**config.mk**
```make
export PLATFORM = sky130hd
export DESIGN_NAME = core_v2
export DESIGN_NICKNAME = d
export VERILOG_FILES = /design/src/rtl/core_v2_pkg.sv /design/src/rtl/core_v2_dec.sv /design/src/rtl/core_v2.sv
export SDC_FILE = /design/constraint.sdc
export NUM_CORES = 1
export LEC_CHECK = 0
export BUFFER_PORTS_ARGS = -buffer_cell sky130_fd_sc_hd__buf_2
export CORE_AREA = 2 2 84 94
export CTS_CLUSTER_SIZE = 8
export DETAILED_ROUTE_END_ITERATION = 16
export DIE_AREA = 0 0 86 96
export PLACE_DENSITY = 0.69
export SLEW_MARGIN = 25
export SYNTH_ARGS = -nofsm -noshare
export SYNTH_HDL_FRONTEND = slang
export SYNTH_SLANG_ARGS = --single-unit
```
**constraint.sdc**
```tcl
create_clock -name clk -period 3.7 [get_ports clk]
set_input_delay 0.555 -clock clk [delete_from_list [all_inputs] [get_ports clk]]
set_output_delay 0.555 -clock clk [all_outputs]
set_load 0.05 [all_outputs]
```
**src/rtl/core_v2_pkg.sv**
```systemverilog
// Shared constants and encodings for the multi-cycle RV32I-subset core.
// Branch support is enabled by defining CORE_V2_BRANCH_EN (see core_v2_dec).
package core_v2_pkg;

   localparam logic [6:0] OPC_OP_IMM = 7'b0010011;
   localparam logic [6:0] OPC_OP     = 7'b0110011;
   localparam logic [6:0] OPC_LUI    = 7'b0110111;
   localparam logic [6:0] OPC_BRANCH = 7'b1100011;

   localparam logic [2:0] F3_ADD  = 3'b000;
   localparam logic [2:0] F3_SLL  = 3'b001;
   localparam logic [2:0] F3_SLT  = 3'b010;
   localparam logic [2:0] F3_SLTU = 3'b011;
   localparam logic [2:0] F3_XOR  = 3'b100;
   localparam logic [2:0] F3_SR   = 3'b101;
   localparam logic [2:0] F3_OR   = 3'b110;
   localparam logic [2:0] F3_AND  = 3'b111;

   localparam logic [2:0] F3_BEQ  = 3'b000;
   localparam logic [2:0] F3_BNE  = 3'b001;
   localparam logic [2:0] F3_BLT  = 3'b100;
   localparam logic [2:0] F3_BGE  = 3'b101;
   localparam logic [2:0] F3_BLTU = 3'b110;
   localparam logic [2:0] F3_BGEU = 3'b111;

   localparam logic [6:0] F7_BASE = 7'b0000000;
   localparam logic [6:0] F7_ALT  = 7'b0100000;

   localparam int OPC_LSB = 0;
   localparam int RD_LSB  = 7;
   localparam int F3_LSB  = 12;
   localparam int RS1_LSB = 15;
   localparam int RS2_LSB = 20;
   localparam int F7_LSB  = 25;

   typedef enum logic [1:0] {
      ST_FETCH,
      ST_EXEC,
      ST_HALT
   } state_e;

   typedef enum logic [3:0] {
      ALU_ADD,
      ALU_SUB,
      ALU_SLL,
      ALU_SLT,
      ALU_SLTU,
      ALU_XOR,
      ALU_SRL,
      ALU_SRA,
      ALU_OR,
      ALU_AND,
      ALU_LUI
   } alu_op_e;

   typedef enum logic [2:0] {
      BR_EQ,
      BR_NE,
      BR_LT,
      BR_GE,
      BR_LTU,
      BR_GEU
   } br_cond_e;

   function automatic logic [31:0] sext12(input logic [11:0] v);
      return {{20{v[11]}}, v};
   endfunction

endpackage

```
**src/rtl/core_v2_dec.sv**
```systemverilog
// Combinational instruction decoder for core_v2.
// Branches decode as legal only when CORE_V2_BRANCH_EN is defined.
module core_v2_dec
   import core_v2_pkg::*;
#(
   parameter int NREGS = 32
) (
   input  logic [31:0] instr_i,
   output logic [3:0]  alu_op_o,
   output logic        use_imm_o,
   output logic [31:0] imm32_o,
   output logic        rf_we_o,
   output logic        is_branch_o,
   output logic [2:0]  br_cond_o,
   output logic        illegal_o
);

   localparam logic [5:0] NREGS_W = 6'(NREGS);

   logic [6:0] opcode;
   logic [2:0] funct3;
   logic [6:0] funct7;
   logic [4:0] rd;
   logic [4:0] rs1;
   logic [4:0] rs2;
   logic       usesRs1;
   logic       usesRs2;
   logic       usesRd;
   logic       badOp;
   logic       badIdx;
   logic       rfWe;
   logic       isBranch;

   assign opcode = instr_i[OPC_LSB +: 7];
   assign funct3 = instr_i[F3_LSB +: 3];
   assign funct7 = instr_i[F7_LSB +: 7];
   assign rd     = instr_i[RD_LSB +: 5];
   assign rs1    = instr_i[RS1_LSB +: 5];
   assign rs2    = instr_i[RS2_LSB +: 5];

   always_comb begin
      alu_op_o  = ALU_ADD;
      use_imm_o = 1'b0;
      imm32_o   = sext12(instr_i[31:20]);
      rfWe      = 1'b0;
      isBranch  = 1'b0;
      br_cond_o = BR_EQ;
      badOp     = 1'b0;
      usesRs1   = 1'b0;
      usesRs2   = 1'b0;
      usesRd    = 1'b0;
      case (opcode)
         OPC_OP_IMM: begin
            use_imm_o = 1'b1;
            rfWe      = 1'b1;
            usesRs1   = 1'b1;
            usesRd    = 1'b1;
            case (funct3)
               F3_ADD:  alu_op_o = ALU_ADD;
               F3_SLT:  alu_op_o = ALU_SLT;
               F3_SLTU: alu_op_o = ALU_SLTU;
               F3_XOR:  alu_op_o = ALU_XOR;
               F3_OR:   alu_op_o = ALU_OR;
               F3_AND:  alu_op_o = ALU_AND;
               F3_SLL: begin
                  alu_op_o = ALU_SLL;
                  badOp    = (funct7 != F7_BASE);
               end
               default: begin
                  if (funct7 == F7_BASE) alu_op_o = ALU_SRL;
                  else if (funct7 == F7_ALT) alu_op_o = ALU_SRA;
                  else badOp = 1'b1;
               end
            endcase
         end
         OPC_OP: begin
            rfWe    = 1'b1;
            usesRs1 = 1'b1;
            usesRs2 = 1'b1;
            usesRd  = 1'b1;
            case ({funct7, funct3})
               {F7_BASE, F3_ADD}:  alu_op_o = ALU_ADD;
               {F7_ALT,  F3_ADD}:  alu_op_o = ALU_SUB;
               {F7_BASE, F3_SLL}:  alu_op_o = ALU_SLL;
               {F7_BASE, F3_SLT}:  alu_op_o = ALU_SLT;
               {F7_BASE, F3_SLTU}: alu_op_o = ALU_SLTU;
               {F7_BASE, F3_XOR}:  alu_op_o = ALU_XOR;
               {F7_BASE, F3_SR}:   alu_op_o = ALU_SRL;
               {F7_ALT,  F3_SR}:   alu_op_o = ALU_SRA;
               {F7_BASE, F3_OR}:   alu_op_o = ALU_OR;
               {F7_BASE, F3_AND}:  alu_op_o = ALU_AND;
               default:            badOp = 1'b1;
            endcase
         end
         OPC_LUI: begin
            use_imm_o = 1'b1;
            imm32_o   = {instr_i[31:12], 12'b0};
            alu_op_o  = ALU_LUI;
            rfWe      = 1'b1;
            usesRd    = 1'b1;
         end
`ifdef CORE_V2_BRANCH_EN
         OPC_BRANCH: begin
            // Word-addressed PC: a target not on a word boundary cannot be reached.
            imm32_o  = {{19{instr_i[31]}}, instr_i[31], instr_i[7],
                        instr_i[30:25], instr_i[11:8], 1'b0};
            isBranch = 1'b1;
            usesRs1  = 1'b1;
            usesRs2  = 1'b1;
            badOp    = instr_i[8];
            case (funct3)
               F3_BEQ:  br_cond_o = BR_EQ;
               F3_BNE:  br_cond_o = BR_NE;
               F3_BLT:  br_cond_o = BR_LT;
               F3_BGE:  br_cond_o = BR_GE;
               F3_BLTU: br_cond_o = BR_LTU;
               F3_BGEU: br_cond_o = BR_GEU;
               default: badOp = 1'b1;
            endcase
         end
`endif
         default: badOp = 1'b1;
      endcase
   end

   assign badIdx = (usesRs1 && ({1'b0, rs1} >= NREGS_W)) ||
                   (usesRs2 && ({1'b0, rs2} >= NREGS_W)) ||
                   (usesRd  && ({1'b0, rd}  >= NREGS_W));

   assign illegal_o   = badOp || badIdx;
   assign rf_we_o     = rfWe && !illegal_o;
   assign is_branch_o = isBranch && !illegal_o;

endmodule

```
**src/rtl/core_v2.sv**
```systemverilog
// Multi-cycle RV32I-subset core: FETCH/EXEC/HALT FSM, register file, ALU and PC.
// Branch instructions are legal only when CORE_V2_BRANCH_EN is defined.
module core_v2
   import core_v2_pkg::*;
#(
   parameter int              PC_W     = 32,
   parameter logic [PC_W-1:0] PC_RESET = '0,
   parameter int              NREGS    = 32
) (
   input  logic            clk,
   input  logic            rst,
   output logic            imem_req,
   output logic [PC_W-1:0] imem_addr,
   input  logic            imem_ack,
   input  logic [31:0]     imem_rdata,
   input  logic [PC_W-1:0] last_pc,
   output logic            retire,
   output logic [PC_W-1:0] retire_pc,
   output logic            illegal,
   output logic            halted
);

   state_e            state_q, state_d;
   logic [PC_W-1:0]   pc_q, pc_d;
   logic [31:0]       instr_q, instr_d;
   logic [31:0]       rf_q [32];

   logic [3:0]        decAluOp;
   logic              decUseImm;
   logic [31:0]       decImm;
   logic              decRfWe;
   logic              decIsBranch;
   logic [2:0]        decBrCond;
   logic              decIllegal;

   logic [4:0]        rdIdx, rs1Idx, rs2Idx;
   logic [31:0]       rs1Val, rs2Val, opB, aluRes;
   logic [4:0]        shamt;
   logic signed [31:0] immShift;
   logic              brTaken;
   logic [PC_W-1:0]   brTarget;
   logic [PC_W-1:0]   pcPlus1;
   logic              rfWe;

   core_v2_dec #(.NREGS(NREGS)) u_dec (
      .instr_i     (instr_q),
      .alu_op_o    (decAluOp),
      .use_imm_o   (decUseImm),
      .imm32_o     (decImm),
      .rf_we_o     (decRfWe),
      .is_branch_o (decIsBranch),
      .br_cond_o   (decBrCond),
      .illegal_o   (decIllegal)
   );

   assign rdIdx  = instr_q[RD_LSB +: 5];
   assign rs1Idx = instr_q[RS1_LSB +: 5];
   assign rs2Idx = instr_q[RS2_LSB +: 5];

   // x0 is never written, but force it to read zero regardless.
   assign rs1Val = (rs1Idx == 5'd0) ? 32'd0 : rf_q[rs1Idx];
   assign rs2Val = (rs2Idx == 5'd0) ? 32'd0 : rf_q[rs2Idx];
   assign opB    = decUseImm ? decImm : rs2Val;
   assign shamt  = opB[4:0];

   always_comb begin
      aluRes = '0;
      case (decAluOp)
         ALU_ADD:  aluRes = rs1Val + opB;
         ALU_SUB:  aluRes = rs1Val - opB;
         ALU_SLL:  aluRes = rs1Val << shamt;
         ALU_SLT:  aluRes = {31'd0, $signed(rs1Val) < $signed(opB)};
         ALU_SLTU: aluRes = {31'd0, rs1Val < opB};
         ALU_XOR:  aluRes = rs1Val ^ opB;
         ALU_SRL:  aluRes = rs1Val >> shamt;
         ALU_SRA:  aluRes = $signed(rs1Val) >>> shamt;
         ALU_OR:   aluRes = rs1Val | opB;
         ALU_AND:  aluRes = rs1Val & opB;
         ALU_LUI:  aluRes = opB;
         default:  aluRes = '0;
      endcase
   end

   // Byte offset converted to a word offset before adding to the word PC.
   assign immShift = $signed(decImm) >>> 2;
   assign brTarget = pc_q + PC_W'(immShift);
   assign pcPlus1  = pc_q + PC_W'(1);

   always_comb begin
      brTaken = 1'b0;
      case (decBrCond)
         BR_EQ:   brTaken = (rs1Val == rs2Val);
         BR_NE:   brTaken = (rs1Val != rs2Val);
         BR_LT:   brTaken = ($signed(rs1Val) <  $signed(rs2Val));
         BR_GE:   brTaken = ($signed(rs1Val) >= $signed(rs2Val));
         BR_LTU:  brTaken = (rs1Val <  rs2Val);
         BR_GEU:  brTaken = (rs1Val >= rs2Val);
         default: brTaken = 1'b0;
      endcase
   end

   always_comb begin
      state_d  = state_q;
      pc_d     = pc_q;
      instr_d  = instr_q;
      imem_req = 1'b0;
      retire   = 1'b0;
      illegal  = 1'b0;
      halted   = 1'b0;
      rfWe     = 1'b0;
      case (state_q)
         ST_FETCH: begin
            imem_req = 1'b1;
            if (imem_ack) begin
               instr_d = imem_rdata;
               state_d = ST_EXEC;
            end
         end
         ST_EXEC: begin
            retire  = 1'b1;
            illegal = decIllegal;
            rfWe    = decRfWe && (rdIdx != 5'd0);
            pc_d    = (decIsBranch && brTaken) ? brTarget : pcPlus1;
            state_d = (pc_q == last_pc) ? ST_HALT : ST_FETCH;
         end
         ST_HALT: begin
            halted = 1'b1;
         end
         default: state_d = ST_FETCH;
      endcase
   end

   assign imem_addr = pc_q;
   assign retire_pc = pc_q;

   always_ff @(posedge clk or posedge rst) begin
      if (rst) begin
         state_q <= ST_FETCH;
         pc_q    <= PC_RESET;
         instr_q <= '0;
      end else begin
         state_q <= state_d;
         pc_q    <= pc_d;
         instr_q <= instr_d;
      end
   end

   always_ff @(posedge clk or posedge rst) begin
      if (rst) begin
         for (int i = 0; i < 32; i++) rf_q[i] <= '0;
      end else if (rfWe) begin
         rf_q[rdIdx] <= aluRes;
      end
   end

endmodule
```
==> results of run 1 <==
-- final cells by class --
type	instances	area [µm²]
Clock buffer	5	68.8
Clock inverter	3	67.6
Inverter	3	13.8
Timing Repair Buffer	119	596
Multi-Input combinational cell	159	1270
Fill cell	701	3910
Tap cell	87	109
Sequential cell	51	1280
-- synth_stat cells (all sizes together) --
cell type,count
buf,33
and2,1
a21boi,1
o22ai,1
nor2b,4
nand4,11
nor3,5
or4,1
xor2,23
nand4b,1
mux2,16
dfrtp,51
o21ai,3
and3,4
a211oi,1
nor4,6
nand3,11
nor2,4
a2111oi,1
o21bai,1
xnor2,40
nand2,15
inv,3
ha,1
clkbuf,2
nand2b,2
and4,5
o211ai,1
-- kinds of logic (layout without fill, tap and decap cells) --
group / count (synthesis) / in the layout / share of synthesized area (%)
flip-flops: 51 / 51 / 45.3
AND/OR/NAND/NOR: 70 / 70 / 16.5
adder cells (fa/ha/maj): 1 / 1 / 0.444
XOR/XNOR: 63 / 63 / 19.6
AO/OA/AOI/OAI: 9 / 9 / 2.13
multiplexers: 16 / 16 / 6.40
buffers and inverters: 38 / 130 / 9.60
-- path summary, 6_finish.rpt --
path | endpoint | startpoint | slack (ps) | depth (start not counted)
max in group asynchronous | instr_q[0] | rst | 2940 | 2
max reg2reg | imem_addr[26] | state_q[1] | 1630 | 5
max | illegal | instr_q[27] | 1230 | 6
min | instr_q[26] | rst | 330 | 2
min in group clk | instr_q[2] | imem_rdata[2] | 470 | 3
min reg2reg | instr_q[3] | instr_q[3] | 510 | 1
-- registers in the layout, summed over array words and instances (netlist names) --
| name | count |
|---|---|
| instr_q | 17 |
| imem_addr | 32 |
| state_q | 2 |
-- routing by layer --
metal / GRT usage, % / vias up / wire length [µm]
met5: 0 / - / 0
met4: 3.17 / 0 / 39
met3: 3.95 / 5 / 411
met2: 27.3 / 67 / 3280
met1: 17.9 / 987 / 2580
li1: - / 994 / -
-- power by group through the flow --
stage / clock, mW / combinational, mW / sequential (mW)
finish: 0.458 / 0.493 / 0.708
global placement: 0 / 0.494 / 0.717
CTS: 0.471 / 0.500 / 0.710
global route: 0.490 / 0.525 / 0.720
floorplan: 0 / 0.308 / 0.805
detailed placement: 0 / 0.498 / 0.721
-- per-stage QoR --
step                      cell area, µm²  hold WS (ps)  power, mW  setup slack (ps)  cells
final                               3400           331       1.66              1230    427
after global routing                3400           376       1.73              1110    427
after floorplan                     2820           471       1.11              1250    248
after CTS                           3400           349       1.68              1190    427
after detailed placement            3260           489       1.22              1550    419
after global placement              3260           486       1.21              1530    419
==> impl_metrics.env, run 1 <==
export IMPL_status="finished clean"
export IMPL_pwr_share_comb_pct=29.7
export IMPL_synth_warnings=0
export IMPL_syn_area_um2=2820
export IMPL_rows=33
export IMPL_syn_inst=248
export IMPL_grt_start_max_net_pins=52
export IMPL_startpoint_type="flip-flop"
export IMPL_clock_skew_ps=7.92
export IMPL_nets=407
export IMPL_n_antenna_cell=0
export IMPL_power_switching_mw=0.622
export IMPL_cts_setup_buffers=0
export IMPL_clkLatencyLatePin_ps=300
export IMPL_grt_util_all_layers_pct=15.1
export IMPL_layout_commonest_cell="buf_2"
export IMPL_grt_pass1_vias=1912
export IMPL_dr_pass1_iters=4
export IMPL_worst_setup_path_end_kind="output pin"
export IMPL_setup_tns_final_ps=0
export IMPL_pwr_share_clk_pct=27.6
export IMPL_synth_area_top_cells="dfrtp_1 45%, xnor2_1 12%, buf_4 8.5%"
export IMPL_worstMarginPinSlew_ps=766
export IMPL_path_class="flip-flop to output pin"
export IMPL_critPathMaxFanout=2
export IMPL_synth_top_area_share_pct=45.3
export IMPL_hp_class="input port to asynchronous set/reset pin"
export IMPL_syn_to_final_growth_pct=20.7
export IMPL_cts_tree="built"
export IMPL_p_seq_share_pct=42.7
export IMPL_ant_nets=0
export IMPL_cts_sinks=51
export IMPL_power_leakage_nw=1.75
export IMPL_wl_per_cell_um=14.8
export IMPL_clockRootBuffer="clkbuf_8"
export IMPL_design_core_area_um2=7310
export IMPL_drive_gt1_share_pct=45.0
export IMPL_fin_util_pct=46.5
export IMPL_syn_area_per_cell_um2=11.4
export IMPL_slew_headroom_pct=48.9
export IMPL_layout_common_cells="119 x buf_2, 51 x dfrtp_1, 40 x xnor2_1"
export IMPL_crit_path_max_incr_delay_ps=520
export IMPL_clkTransAtPathRegs_ps=100
export IMPL_vias_per_cell=4.81
export IMPL_hold_buffers=0
export IMPL_worstPathRequired_ps=3140
export IMPL_fin_crit_ps=2470
export IMPL_rsz0062_at_grt="no"
export IMPL_critical_path_top_delay_family="simple AND/OR/NAND/NOR gates"
export IMPL_cts_inserted_buffers=5
export IMPL_initial_core_util_pct=38.5
export IMPL_cap_violations=0
export IMPL_grt_pass1_wl_mm=9.49
export IMPL_ys_types=37
export IMPL_chipWidth_um=86
export IMPL_drc=0
export IMPL_setup_viol=0
export IMPL_dpl_hpwl_mm=4.97
export IMPL_cts_max_path_buffers=2
export IMPL_vias=2053
export IMPL_io_buffers=119
export IMPL_ys_ff_latch=51
export IMPL_p_sw_share_pct=37.5
export IMPL_max_freq_mhz=405
export IMPL_totalWireLength_mm=6.31
export IMPL_yosysTopAreaCell="dfrtp_1"
export IMPL_cellPowerDensity_nw_per_um2=488
export IMPL_crit_arrival_ps=1910
export IMPL_grt_ovfl_total=0
export IMPL_grt_antenna_before_repair=0
export IMPL_io_pins=135
export IMPL_drt_initial_drc_count=78
export IMPL_cts_resized_gates=0
export IMPL_p_int_mw=1.04
export IMPL_drv_slew=0
export IMPL_fin_crit_sh_pct=66.7
export IMPL_fp_dieH_um=96
export IMPL_dieArea_um2=8260
export IMPL_gp_congestion=0.736
export IMPL_synth_fp_nets=316
export IMPL_crit_chain="or4_1, nor3_1, o21ai_0, o211ai_1, a21boi_0, buf_2"
export IMPL_cp_slowest_cell="or4_1"
export IMPL_hold_viol_final=0
export IMPL_critPathBufInv=1
export IMPL_htree_levels=2
export IMPL_ys_seq_area_share_pct=45.3
export IMPL_ir_worst_vdd_mv=0.647
Power figures use the tool's default switching activity.
==> inputs of run 2 (changes only) <==
PLACE_DENSITY = 0.71   (was 0.69)
clock period = 2.11 ns   (was 3.7 ns; I/O delays follow)
==> run 2 against run 1 <==
Net effect: the flow now finishes with violations (negative setup slack); worst hold slack worse by 300 ps; count of clock-buffer cells in the layout grew 1; sequential share of layout area fell by 1.3 points; critical path type unchanged; largest power group unchanged.
==> impl_metrics.env, run 2 (synthesis gave the netlist of run 1 again) <==
export IMPL_gp_congestion=0.750
export IMPL_drt_initial_drc_count=44
export IMPL_n_antenna_cell=0
export IMPL_cts_setup_buffers=0
export IMPL_design_core_area_um2=7310
export IMPL_worstPathRequired_ps=1790
export IMPL_initial_core_util_pct=38.5
export IMPL_io_pins=135
export IMPL_wl_per_cell_um=13.9
export IMPL_startpoint_type="flip-flop"
export IMPL_max_freq_mhz=466
export IMPL_fin_util_pct=48.2
export IMPL_violations="negative setup slack"
export IMPL_dpl_hpwl_mm=4.89
export IMPL_layout_setup_ws_ps=-34.3
export IMPL_cts_tree="built"
export IMPL_cap_violations=0
export IMPL_clockRootBuffer="clkbuf_8"
export IMPL_grt_pass1_vias=2036
export IMPL_dieArea_um2=8260
export IMPL_placed_area_um2=3390
export IMPL_grt_start_max_net_pins=31
export IMPL_cts_sinks=51
export IMPL_vias=2130
export IMPL_fin_crit_ps=2140
export IMPL_regArea_um2=1280
export IMPL_grt_pass1_wl_mm=9.83
export IMPL_fp_dieH_um=96
export IMPL_io_buffers=119
export IMPL_power_leakage_nw=1.84
export IMPL_slew_headroom_pct=67.7
export IMPL_critPathMaxFanout=2
export IMPL_fillCellCount=678
export IMPL_ir_worst_vdd_mv=0.678
export IMPL_grt_ovfl_total=0
export IMPL_rows=33
export IMPL_clkTransAtPathRegs_ps=100
export IMPL_totalWireLength_mm=6.13
export IMPL_chipWidth_um=86
export IMPL_dr_pass1_iters=4
export IMPL_hold_viol_final=0
export IMPL_whs_ps=26.5
export IMPL_multi_input_area_um2=1290
export IMPL_drv_slew=0
export IMPL_clkLatencyLatePin_ps=300
export IMPL_vias_per_cell=4.82
export IMPL_syn_to_final_growth_pct=25.1
export IMPL_cts_inserted_buffers=5
export IMPL_htree_levels=2
export IMPL_grt_antenna_before_repair=0
export IMPL_layout_commonest_cell="buf_2"
export IMPL_nets=422
export IMPL_clock_skew_ps=13.0
export IMPL_largest_reg_flops=32
export IMPL_hp_class="input port to asynchronous set/reset pin"
export IMPL_crit_arrival_ps=1830
export IMPL_setup_viol=1
export IMPL_layout_common_cells="118 x buf_2, 51 x dfrtp_1, 40 x xnor2_1"
export IMPL_drive_gt1_share_pct=48.2
export IMPL_grt_util_all_layers_pct=15.4
export IMPL_cts_max_path_buffers=2
export IMPL_ant_nets=0
export IMPL_worstMarginPinSlew_ps=484
export IMPL_rsz0062_at_grt="yes"
export IMPL_path_class="flip-flop to output pin"
export IMPL_worst_setup_path_end_kind="output pin"
export IMPL_cellPowerDensity_nw_per_um2=821
export IMPL_status="finished with violations"
export IMPL_fin_crit_sh_pct=102
export IMPL_drc=0
export IMPL_stdcell_area_um2=3520
## run 2: what timing repair did
item	4_1_cts	5_1_grt
resized for setup	3	2
hold buffers	0	0
setup endpoints to repair	1	1
## run 2: report_power, final
| part | switching, mW | internal, mW | leakage, nW |
|---|---|---|---|
| clock network | 0.314 | 0.384 | 0.0612 |
| registers | 0.0745 | 1.08 | 0.663 |
| logic | 0.699 | 0.342 | 1.12 |
## run 2: path summary, 6_finish.rpt
| kind | startpoint | end | slack, ps | cells after the start |
|---|---|---|---|---|
| worst max register to register | imem_addr[5] | imem_addr[18] | 310 | 5 |
| worst max-delay path | instr_q[27] | illegal | -30 | 6 |
| worst min register to register | instr_q[6] | instr_q[6] | 510 | 1 |
| max in group asynchronous | rst | imem_addr[17] | 1560 | 3 |
| worst min-delay path | rst | imem_addr[22] | 30 | 2 |
| min in group clk | imem_rdata[5] | instr_q[5] | 230 | 3 |
## run 2: through the flow
stage               TNS [ps]  power (mW)  instances  setup slack (ps)
finish                 -34.3        2.89        442             -34.3
global route            -136        3.05        442              -136
CTS                    -54.1        2.93        442             -54.1
detailed placement         0        2.22        434               222
global placement           0        2.20        434               206
floorplan                  0        1.95        248              80.0
## run 2: layout make-up
cell class / instances / area share [%]
multi-input combinational: 159 / 36.5
sequential: 51 / 36.2
timing repair buffer: 134 / 20.5
tap: 87 / 3.09
clock buffer: 6 / 2.34
clock inverter: 2 / 0.994
inverter: 3 / 0.319
## run 2: metal layers
| metal | part of all wire (%) | routed length (µm) | vias up | global-route usage [%] |
|---|---|---|---|---|
| li1 | - | - | 1027 | - |
| met1 | 42 | 2550 | 1011 | 18.5 |
| met2 | 50 | 3070 | 87 | 27.8 |
| met3 | 7.8 | 476 | 5 | 4.20 |
| met4 | 0.64 | 39 | 0 | 2.78 |
| met5 | 0 | 0 | - | 0 |
## run 2: worst max-delay path, stage by stage, from the launching register on
cell and delay (ps):
dfrtp_1 390, or4_4 540, nor3_4 120, o21ai_1 80, o211ai_1 90, a21boi_1 90, buf_4 210
==> inputs of run 3 (changes only) <==
ABC_AREA = 1   (was default)
CORE_AREA = 2 2 89 99   (was 2 2 84 94)
DIE_AREA = 0 0 91 101   (was 0 0 86 96)
PLACE_DENSITY = 0.7   (was 0.71)
SLEW_MARGIN = default   (was 25)
==> run 3 against run 2 <==
Net effect: utilization shrank 1.6 points; largest cell class unchanged; cell area rose by 8.8%; sequential power fell by 15%; worst hold slack gained 12 ps; clock skew decreased by 2.4 ps; the run now ends clean; non-clock buffer count is 13 lower; critical endpoint unchanged; highest routed layer unchanged; first-iteration DRC count increased by 140%.
==> impl_metrics.env, run 3 <==
export IMPL_status="finished clean"
export IMPL_io_pins=135
export IMPL_clock_skew_ps=10.5
export IMPL_hp_class="input port to asynchronous set/reset pin"
export IMPL_grt_ovfl_total=0
export IMPL_layout_commonest_cell="nand2_1"
export IMPL_synthArstFlopShare_pct=100
export IMPL_synthFlopType="dfrtp_1"
export IMPL_drive_gt1_share_pct=28.0
export IMPL_nets=596
export IMPL_dr_pass1_iters=4
export IMPL_grt_start_max_net_pins=28
export IMPL_cts_tree="built"
export IMPL_placed_area_um2=3720
export IMPL_layout_setup_ws_ps=278
export IMPL_hold_viol_final=0
export IMPL_cellPowerDensity_nw_per_um2=468
export IMPL_synth_warnings=0
export IMPL_stdcell_area_um2=3830
export IMPL_io_buffers=119
export IMPL_grt_pass1_vias=2684
export IMPL_fin_util_pct=46.6
export IMPL_syn_inst=435
export IMPL_grt_util_all_layers_pct=16.4
export IMPL_dpl_hpwl_mm=5.80
export IMPL_totalWireLength_mm=7.23
export IMPL_cts_max_path_buffers=2
export IMPL_wl_per_cell_um=11.3
export IMPL_syn_area_um2=3210
export IMPL_startpoint_type="flip-flop"
export IMPL_largest_reg_flops=32
export IMPL_path_class="flip-flop to output pin"
export IMPL_final_cells=640
export IMPL_cts_inserted_buffers=5
export IMPL_fp_dieH_um=101
export IMPL_worst_setup_path_end_kind="output pin"
export IMPL_syn_to_final_growth_pct=19.5
export IMPL_dieArea_um2=9190
export IMPL_gp_congestion=0.865
export IMPL_synth_area_top_cells="dfrtp_1 40%, nand2_1 17%, buf_4 7.5%"
export IMPL_yosysTopAreaCell="dfrtp_1"
export IMPL_grt_pass1_wl_mm=12.3
export IMPL_cap_violations=0
export IMPL_worstMarginPinSlew_ps=541
export IMPL_vias_per_cell=4.48
export IMPL_design_core_area_um2=8230
export IMPL_synth_fp_nets=503
export IMPL_cts_sinks=51
export IMPL_worstPathRequired_ps=1790
export IMPL_drc=0
export IMPL_setup_viol=0
export IMPL_ys_top_cells_by_count="142 x nand2_1, 61 x inv_1, 51 x dfrtp_1"
export IMPL_clockRootBuffer="clkbuf_8"
export IMPL_worst_r2r_setup_slack_ps=470
export IMPL_setup_tns_final_ps=0
export IMPL_ant_nets=0
export IMPL_power_leakage_nw=2.22
export IMPL_grt_antenna_before_repair=0
export IMPL_ir_worst_vdd_mv=0.259
export IMPL_rows=35
export IMPL_ys_seq_area_share_pct=39.8
export IMPL_synth_top_area_share_pct=39.8
export IMPL_drv_slew=0
export IMPL_crit_arrival_ps=1520
export IMPL_chipWidth_um=91
export IMPL_slew_headroom_pct=63.9
export IMPL_placedCellCount=632
export IMPL_n_antenna_cell=0
export IMPL_drt_initial_drc_count=105
export IMPL_critPathMaxFanout=2
export IMPL_syn_area_per_cell_um2=7.37
export IMPL_synth_edf_count=0
export IMPL_max_freq_mhz=546
export IMPL_pre_cts_slack_ps=465
export IMPL_ys_types=29
export IMPL_rsz0062_at_grt="no"
export IMPL_fin_crit_sh_pct=86.8
export IMPL_clkLatencyLatePin_ps=310
export IMPL_ys_ff_latch=51
export IMPL_htree_levels=2
export IMPL_yosysMostFrequentCell="nand2_1"
export IMPL_layout_common_cells="142 x nand2_1, 118 x buf_2, 60 x inv_1"
export IMPL_vias=2866
export IMPL_clkTransAtPathRegs_ps=100
export IMPL_fin_crit_ps=1830
export IMPL_initial_core_util_pct=39.0
==> run 3: metal layers <==
metal	part of all wire, %	vias to the layer above	global-route usage [%]	routed length, µm
met2	48	91	27.4	3440
li1	-	1476	-	-
met1	44	1286	21.1	3150
met5	0	-	0	0
met3	6.5	13	3.74	471
met4	2.2	0	5.83	158
==> run 3: final timing paths <==
check | from | endpoint | cells after the start
max reg2reg | imem_addr[0] | imem_addr[24] | 7
min reg2reg | instr_q[4] | instr_q[4] | 2
max in group asynchronous | rst | imem_addr[6] | 3
min in group clk | imem_rdata[12] | instr_q[12] | 3
max | instr_q[25] | illegal | 7
min | rst | instr_q[1] | 2
==> run 3: cell type report <==
| class | instances | area [µm²] |
|---|---|---|
| Multi-Input combinational cell | 285 | 1440 |
| Inverter | 64 | 240 |
| Fill cell | 891 | 4400 |
| Sequential cell | 51 | 1280 |
| Timing Repair Buffer | 121 | 626 |
| Clock buffer | 5 | 68.8 |
| Tap cell | 111 | 139 |
| Clock inverter | 3 | 47.5 |
==> run 3: report_power, final <==
part	internal, mW	switching (mW)	leakage, nW	total, mW
logic	0.0571	0.0584	1.48	0.115
clock network	0.360	0.344	0.0587	0.703
registers	0.977	0	0.682	0.977
total	1.39	0.402	2.22	1.80
==> run 3: logic make-up after synthesis <==
family | synth area share (%)
adder cells (fa/ha/maj) | 0.390
AO/OA/AOI/OAI | 2.69
XOR/XNOR | 9.83
AND/OR/NAND/NOR | 31.9
flip-flops | 39.8
buffers and inverters | 15.4
==> run 3: critical path: stages, from the launching register on <==
cell,delay (ps)
dfrtp_1,390
nor3_1,190
nand3_1,110
nand2_1,70
nand2_1,40
a21oi_1,130
nor2_1,60
clkbuf_4,220
==> run 3: timing repair <==
action,in CTS,in global routing
setup buffers,0,0
endpoints found under the setup margin,0,1
resized for setup,0,1
hold buffers,0,0
==> run 3: per-stage QoR <==
stage               power (mW)  hold slack (ps)
floorplan                 1.05              426
global placement          1.11              391
detailed placement        1.11              396
CTS                       1.82             54.1
global route              1.88             69.5
finish                    1.80             38.2
